[src/rtl/led_frame_sequencer.sv]
// Bit-plane frame sequencer feeding the 8-lane LED serializer (optional LED_SEQ_AUTO_REPEAT_EN: continuous refresh).
// Latency: frame_start sampled to first led_data byte is 2 cycles; each byte is held BIT_CYCLES, then RESET_CYCLES of latch.
// Backpressure: none; frame_start is honoured only in IDLE and is dropped (not queued) at any other time.
module led_frame_sequencer #(
    parameter int NUM_LEDS     = 64,
    parameter int BIT_CYCLES   = 24,
    parameter int RESET_CYCLES = 2000,
    parameter int ADDR_W       = 11
) (
    input  logic              sr_clk,
    input  logic              ar,
    input  logic              frame_start,
    output logic              mem_rd,
    output logic [ADDR_W-1:0] mem_addr,
    input  logic [7:0]        mem_data,
    output logic [7:0]        led_data,
    output logic              led_reset,
    output logic              sym_start,
    output logic              busy,
    output logic              frame_done
);

    localparam int TOTAL_BITS = NUM_LEDS * 24;
    localparam int BC_W       = $clog2(BIT_CYCLES);
    localparam int LAT_W      = (RESET_CYCLES > 1) ? $clog2(RESET_CYCLES) : 1;

    localparam logic [BC_W-1:0]   BIT_LAST   = BC_W'(BIT_CYCLES - 1);
    localparam logic [LAT_W-1:0]  LAT_LAST   = LAT_W'(RESET_CYCLES - 1);
    localparam logic [ADDR_W-1:0] IDX_LAST   = ADDR_W'(TOTAL_BITS - 1);
    localparam logic [ADDR_W-1:0] IDX_PENULT = ADDR_W'(TOTAL_BITS - 2);

    typedef enum logic [1:0] {
        IDLE,
        FETCH,
        SHOW,
        LATCH
    } state_t;

    state_t            state_q, state_d;
    logic              mem_rd_q, mem_rd_d;
    logic [ADDR_W-1:0] mem_addr_q, mem_addr_d;
    logic [7:0]        led_data_q, led_data_d;
    logic              led_reset_q, led_reset_d;
    logic              sym_start_q, sym_start_d;
    logic              busy_q, busy_d;
    logic              frame_done_q, frame_done_d;
    logic [BC_W-1:0]   bit_cnt_q, bit_cnt_d;
    logic [ADDR_W-1:0] bit_idx_q, bit_idx_d;
    logic [LAT_W-1:0]  lat_cnt_q, lat_cnt_d;
    logic [7:0]        next_byte_q, next_byte_d;
    logic              rd_dly_q, rd_dly_d;

    always_comb begin
        state_d      = state_q;
        mem_rd_d     = 1'b0;
        mem_addr_d   = mem_addr_q;
        led_data_d   = led_data_q;
        led_reset_d  = led_reset_q;
        sym_start_d  = 1'b0;
        busy_d       = busy_q;
        frame_done_d = 1'b0;
        bit_cnt_d    = bit_cnt_q;
        bit_idx_d    = bit_idx_q;
        lat_cnt_d    = lat_cnt_q;
        // rd_dly_q marks the cycle the RAM output holds the byte just read
        rd_dly_d     = mem_rd_q;
        next_byte_d  = rd_dly_q ? mem_data : next_byte_q;

        case (state_q)
            IDLE: begin
                led_reset_d = 1'b1;
                led_data_d  = 8'h00;
                busy_d      = 1'b0;
                if (frame_start) begin
                    state_d    = FETCH;
                    mem_rd_d   = 1'b1;
                    mem_addr_d = '0;
                    busy_d     = 1'b1;
                end
            end

            FETCH: begin
                // First FETCH cycle is the RAM latency; byte 0 is on mem_data in the second.
                if (!mem_rd_q) begin
                    state_d     = SHOW;
                    led_data_d  = mem_data;
                    sym_start_d = 1'b1;
                    led_reset_d = 1'b0;
                    bit_cnt_d   = '0;
                    bit_idx_d   = '0;
                    mem_rd_d    = 1'b1;
                    mem_addr_d  = ADDR_W'(1);
                end
            end

            SHOW: begin
                if (bit_cnt_q == BIT_LAST) begin
                    bit_cnt_d = '0;
                    if (bit_idx_q == IDX_LAST) begin
                        state_d     = LATCH;
                        led_data_d  = 8'h00;
                        led_reset_d = 1'b1;
                        lat_cnt_d   = '0;
                    end else begin
                        led_data_d  = next_byte_q;
                        sym_start_d = 1'b1;
                        bit_idx_d   = bit_idx_q + ADDR_W'(1);
                        // The final byte was already prefetched when entering the penultimate bit.
                        if (bit_idx_q != IDX_PENULT) begin
                            mem_rd_d   = 1'b1;
                            mem_addr_d = mem_addr_q + ADDR_W'(1);
                        end
                    end
                end else begin
                    bit_cnt_d = bit_cnt_q + BC_W'(1);
                end
            end

            LATCH: begin
                led_data_d  = 8'h00;
                led_reset_d = 1'b1;
                if (lat_cnt_q == LAT_LAST) begin
                    frame_done_d = 1'b1;
`ifdef LED_SEQ_AUTO_REPEAT_EN
                    state_d    = FETCH;
                    mem_rd_d   = 1'b1;
                    mem_addr_d = '0;
`else
                    state_d    = IDLE;
                    busy_d     = 1'b0;
`endif
                end else begin
                    lat_cnt_d = lat_cnt_q + LAT_W'(1);
                end
            end

            default: begin
                state_d = IDLE;
            end
        endcase
    end

    always_ff @(posedge sr_clk or negedge ar) begin
        if (!ar) begin
            state_q      <= IDLE;
            mem_rd_q     <= 1'b0;
            mem_addr_q   <= '0;
            led_data_q   <= 8'h00;
            led_reset_q  <= 1'b1;
            sym_start_q  <= 1'b0;
            busy_q       <= 1'b0;
            frame_done_q <= 1'b0;
            bit_cnt_q    <= '0;
            bit_idx_q    <= '0;
            lat_cnt_q    <= '0;
            next_byte_q  <= 8'h00;
            rd_dly_q     <= 1'b0;
        end else begin
            state_q      <= state_d;
            mem_rd_q     <= mem_rd_d;
            mem_addr_q   <= mem_addr_d;
            led_data_q   <= led_data_d;
            led_reset_q  <= led_reset_d;
            sym_start_q  <= sym_start_d;
            busy_q       <= busy_d;
            frame_done_q <= frame_done_d;
            bit_cnt_q    <= bit_cnt_d;
            bit_idx_q    <= bit_idx_d;
            lat_cnt_q    <= lat_cnt_d;
            next_byte_q  <= next_byte_d;
            rd_dly_q     <= rd_dly_d;
        end
    end

    assign mem_rd     = mem_rd_q;
    assign mem_addr   = mem_addr_q;
    assign led_data   = led_data_q;
    assign led_reset  = led_reset_q;
    assign sym_start  = sym_start_q;
    assign busy       = busy_q;
    assign frame_done = frame_done_q;

endmodule

[config.mk]
export PLATFORM = sky130hd
export DESIGN_NAME = led_frame_sequencer
export DESIGN_NICKNAME = d
export VERILOG_FILES = /design/src/rtl/led_frame_sequencer.sv
export SDC_FILE = /design/constraint.sdc
export NUM_CORES = 1
export LEC_CHECK = 0
export ABC_AREA = 1
export CORE_AREA = 2 2 98 100
export DETAILED_ROUTE_END_ITERATION = 8
export DIE_AREA = 0 0 100 102
export HOLD_SLACK_MARGIN = 0.1
export SYNTH_ARGS = -nofsm -noshare
export SYNTH_HDL_FRONTEND = slang
export SYNTH_SLANG_ARGS = --single-unit
[constraint.sdc]
create_clock -name sr_clk -period 1.9 [get_ports sr_clk]
set_input_delay 0.19 -clock sr_clk [delete_from_list [all_inputs] [get_ports sr_clk]]
set_output_delay 0.19 -clock sr_clk [all_outputs]
set_load 0.005 [all_outputs]
==> out/results.ini <==
[logic_synthesis]
synth_cell_types=33
syn_avg_cell_area_sq_um=7.66
ys_seq_area_share_pct=43.7
syn_inst=464
synth_nets=486
synth_seq_cells=62
yosysWarnings=0
syn-cell-area_sq_mm=0.00355

[setup_path]
start_kind=flip-flop
critPathArrivalTime_ns=2.01
critPathKind=flip-flop to flip-flop
startpoint=state_q[1]$_DFFE_PN0P_
crit_slowest_cell=dfrtp_2
crit_required_ns=2.14
cp_max_fo=5
path_cells=inv_1, ha_1, inv_1, nor2_1, inv_1, nand3_1, nor2_2, nand2_1, nand2_1, nand2_1
end_kind=flip-flop
cpLargestDelayFamily=simple AND/OR/NAND/NOR gates
worst-path-buf-inv=3
cpPeakStageDelay_ns=0.42
timing.rr.start=state_q[1]$_DFFE_PN0P_

[floorplanning]
die_y_um=102
die_x_um=100
dieArea_sq_mm=0.0102
num_rows=35
core_sq_mm=0.00911
start_util_pct=39.0
pin_count=35

[cts]
clockBufferDepth=2
insertion_delay_ns=0.34
clk_pin_slew_ns=0.08
clock-root-buffer=clkbuf_8
clock_sink_count=62
cts.htree.levels=3
cts_made_buffers=9
cts_tree=built

[timing]
post-route-min-period_ns=1.77
fin_ws_ns=0.128
hold_violations=0
post-route-period-util_pct=93.3
finalMaxSlewViolations=0
clock.fmax_ghz=0.564
setup_viol=0
rsz0062_at_grt=no
slew_headroom_pct=75.7
max_slew.worst_pin.slew_ns=0.365
finalClockSkew_ns=0.0153

[routing]
drt_pass1_iterations=4
drc=0
ant_nets=0
wirelength_um=8030
vias=3091
vias_per_cell=4.88
drt_iter0_drc=181
avgRoutedWirePerCell_um=12.7

[cells_and_area]
n_antenna_cell=0
postLayoutCoreUtil_pct=48.3
drive_above_1_share_pct=13.6
finalNetCount=539
area_delta_synth_final_pct=23.8
final_cell_area_sq_mm=0.00440

[min_path]
hold_class=primary input to asynchronous set/reset pin

[place]
dp_hpwl_um=5720
post-place-ws_ns=-0.00194
placed_cell_area_sq_mm=0.00410
place.gp.congestion=0.825
io_buffers=34

[job]
maxCapViolCount=0

[grt]
grt_pass1_wl_um=13600
grt_usage_pct=16.7
antenna_found_initial=0
grt_max_degree=33
grt_pass1_vias=2970
overflow=0

[power]
ir_drop_mv=0.773
p_leak_nw=2.02
p_per_area_mw_per_mm2=1320
p_total_w=0.00582

[run_status]
status=finished, final reports clean

-- repair_timing --
| item | CTS | global route |
|---|---|---|
| gates resized for setup | 1 | 9 |
| cloned | 0 | 1 |
| setup endpoints to repair | 4 | 32 |
| endpoints found under the hold margin | 61 | 0 |
| hold buffers | 1 | 0 |
| pin swaps | 0 | 2 |
| buffers inserted | 0 | 0 |
-- sequential cells by signal (all words and copies together) (netlist names), 2 cells and up --
name         count
bit_idx_q       11
lat_cnt_q       11
mem_addr        11
led_data         8
next_byte_q      8
bit_cnt_q        5
state_q          2
-- routing by layer --
metal / routed length (um) / GRT usage, % / up-vias / part of all wire, %
met5: 0 / 0 / - / 0
met4: 142 / 6.85 / 0 / 1.8
met3: 203 / 3.83 / 13 / 2.5
met2: 3740 / 26.7 / 38 / 47
met1: 3950 / 22.1 / 1443 / 49
li1: - / - / 1597 / -
-- report_power, final --
| part | internal [W] | switching (W) | leakage (nW) |
|---|---|---|---|
| combinational | 0.00103 | 0.00145 | 1.08 |
| sequential | 0.00165 | 0.000242 | 0.816 |
| clock | 0.000905 | 0.000534 | 0.126 |
-- layout make-up --
| cell class | count | area, sq um |
|---|---|---|
| fillers | 908 | 4710 |
| multi-input cells | 348 | 1810 |
| flip-flops and latches | 62 | 1560 |
| repair buffers | 51 | 478 |
| inverters | 45 | 170 |
| well taps | 111 | 139 |
| clock buffers | 10 | 138 |
| clock inverters | 6 | 109 |
-- synthesized netlist by cell type --
cell,count,area share (%)
nand2_1,149,16
nand4_2,1,0.35
nand2_4,2,0.63
ha_1,11,3.9
clkbuf_1,2,0.21
buf_2,4,0.56
mux2_2,8,2.5
clkinv_2,1,0.14
o21ai_0,19,2.7
o22ai_1,1,0.18
nand3_1,28,3.9
nor2_1,57,6.0
clkinv_1,1,0.11
o21ai_2,5,1.2
xor2_1,6,1.5
nand4_1,15,2.6
nand3b_1,2,0.42
inv_2,1,0.11
nand3_2,1,0.28
a21oi_1,23,3.2
buf_6,2,0.63
nand3_4,2,0.99
inv_1,42,4.4
buf_4,2,0.42
nor3_1,3,0.42
nor2_4,3,0.95
or2_2,1,0.18
dfrtp_1,61,43
o21bai_1,3,0.63
dfstp_2,1,0.74
nor2_2,2,0.35
nand2_2,4,0.70
xnor2_1,1,0.25
-- logic make-up (layout without fill, tap and decap cells) --
group | Yosys count | after routing | share of synthesized area (%)
mux | 8 | 8 | 2.53
buf+inv | 55 | 112 | 6.62
compound gates | 51 | 51 | 7.95
xor+xnor | 7 | 7 | 1.72
flops | 62 | 62 | 43.7
fa+ha+maj | 11 | 11 | 3.87
simple gates | 270 | 271 | 33.6
-- cells in the final DEF (no fill, tap or decap), types with 2 or more instances in the layout --
| master | n |
|---|---|
| o21ai_2 | 5 |
| o21bai_1 | 3 |
| nand2_2 | 5 |
| nand3b_1 | 2 |
| clkinv_2 | 3 |
| nor2_4 | 3 |
| nand2_4 | 3 |
| dfrtp_2 | 2 |
| ha_1 | 10 |
| nor2_1 | 56 |
| nor2_2 | 3 |
| bufinv_16 | 3 |
| a21oi_1 | 23 |
| inv_1 | 42 |
| mux2_2 | 8 |
| nor3_1 | 3 |
| nand3_4 | 3 |
| o21ai_0 | 19 |
| nand2_1 | 148 |
| nand4_1 | 15 |
| clkbuf_8 | 10 |
| nand3_1 | 28 |
| xor2_1 | 6 |
| buf_4 | 15 |
| dfrtp_1 | 59 |
| clkdlybuf4s50_1 | 33 |
-- worst reg2reg max path: cells and delay by family (launching register included) --
family	cells	cell delay, ns
simple gates	6	0.79
flops	1	0.42
buf+inv	3	0.26
fa+ha+maj	1	0.21
-- final timing paths --
path,slack (ns),cells after the start,to
max,0.13,10,mem_addr[10]$_DFFE_PN0P_
min,0.23,2,bit_idx_q[7]$_DFFE_PN0P_
max reg2reg,0.13,10,mem_addr[10]$_DFFE_PN0P_
min reg2reg,0.50,2,led_reset$_DFFE_PN1P_
max in group asynchronous,1.07,3,led_reset$_DFFE_PN1P_
min in group sr_clk,0.50,2,led_reset$_DFFE_PN1P_
-- through the flow --
stage	hold slack, ns	TNS (ns)	cells
6_report	0.233	0	633
5_1_grt	0.248	0	633
4_1_cts	0.225	0	632
3_5_place_dp	0.0602	-0.00194	615
3_3_place_gp	0.0591	0	615
2_1_floorplan	-0.106	0	464
Power figures use the tool's default switching activity.
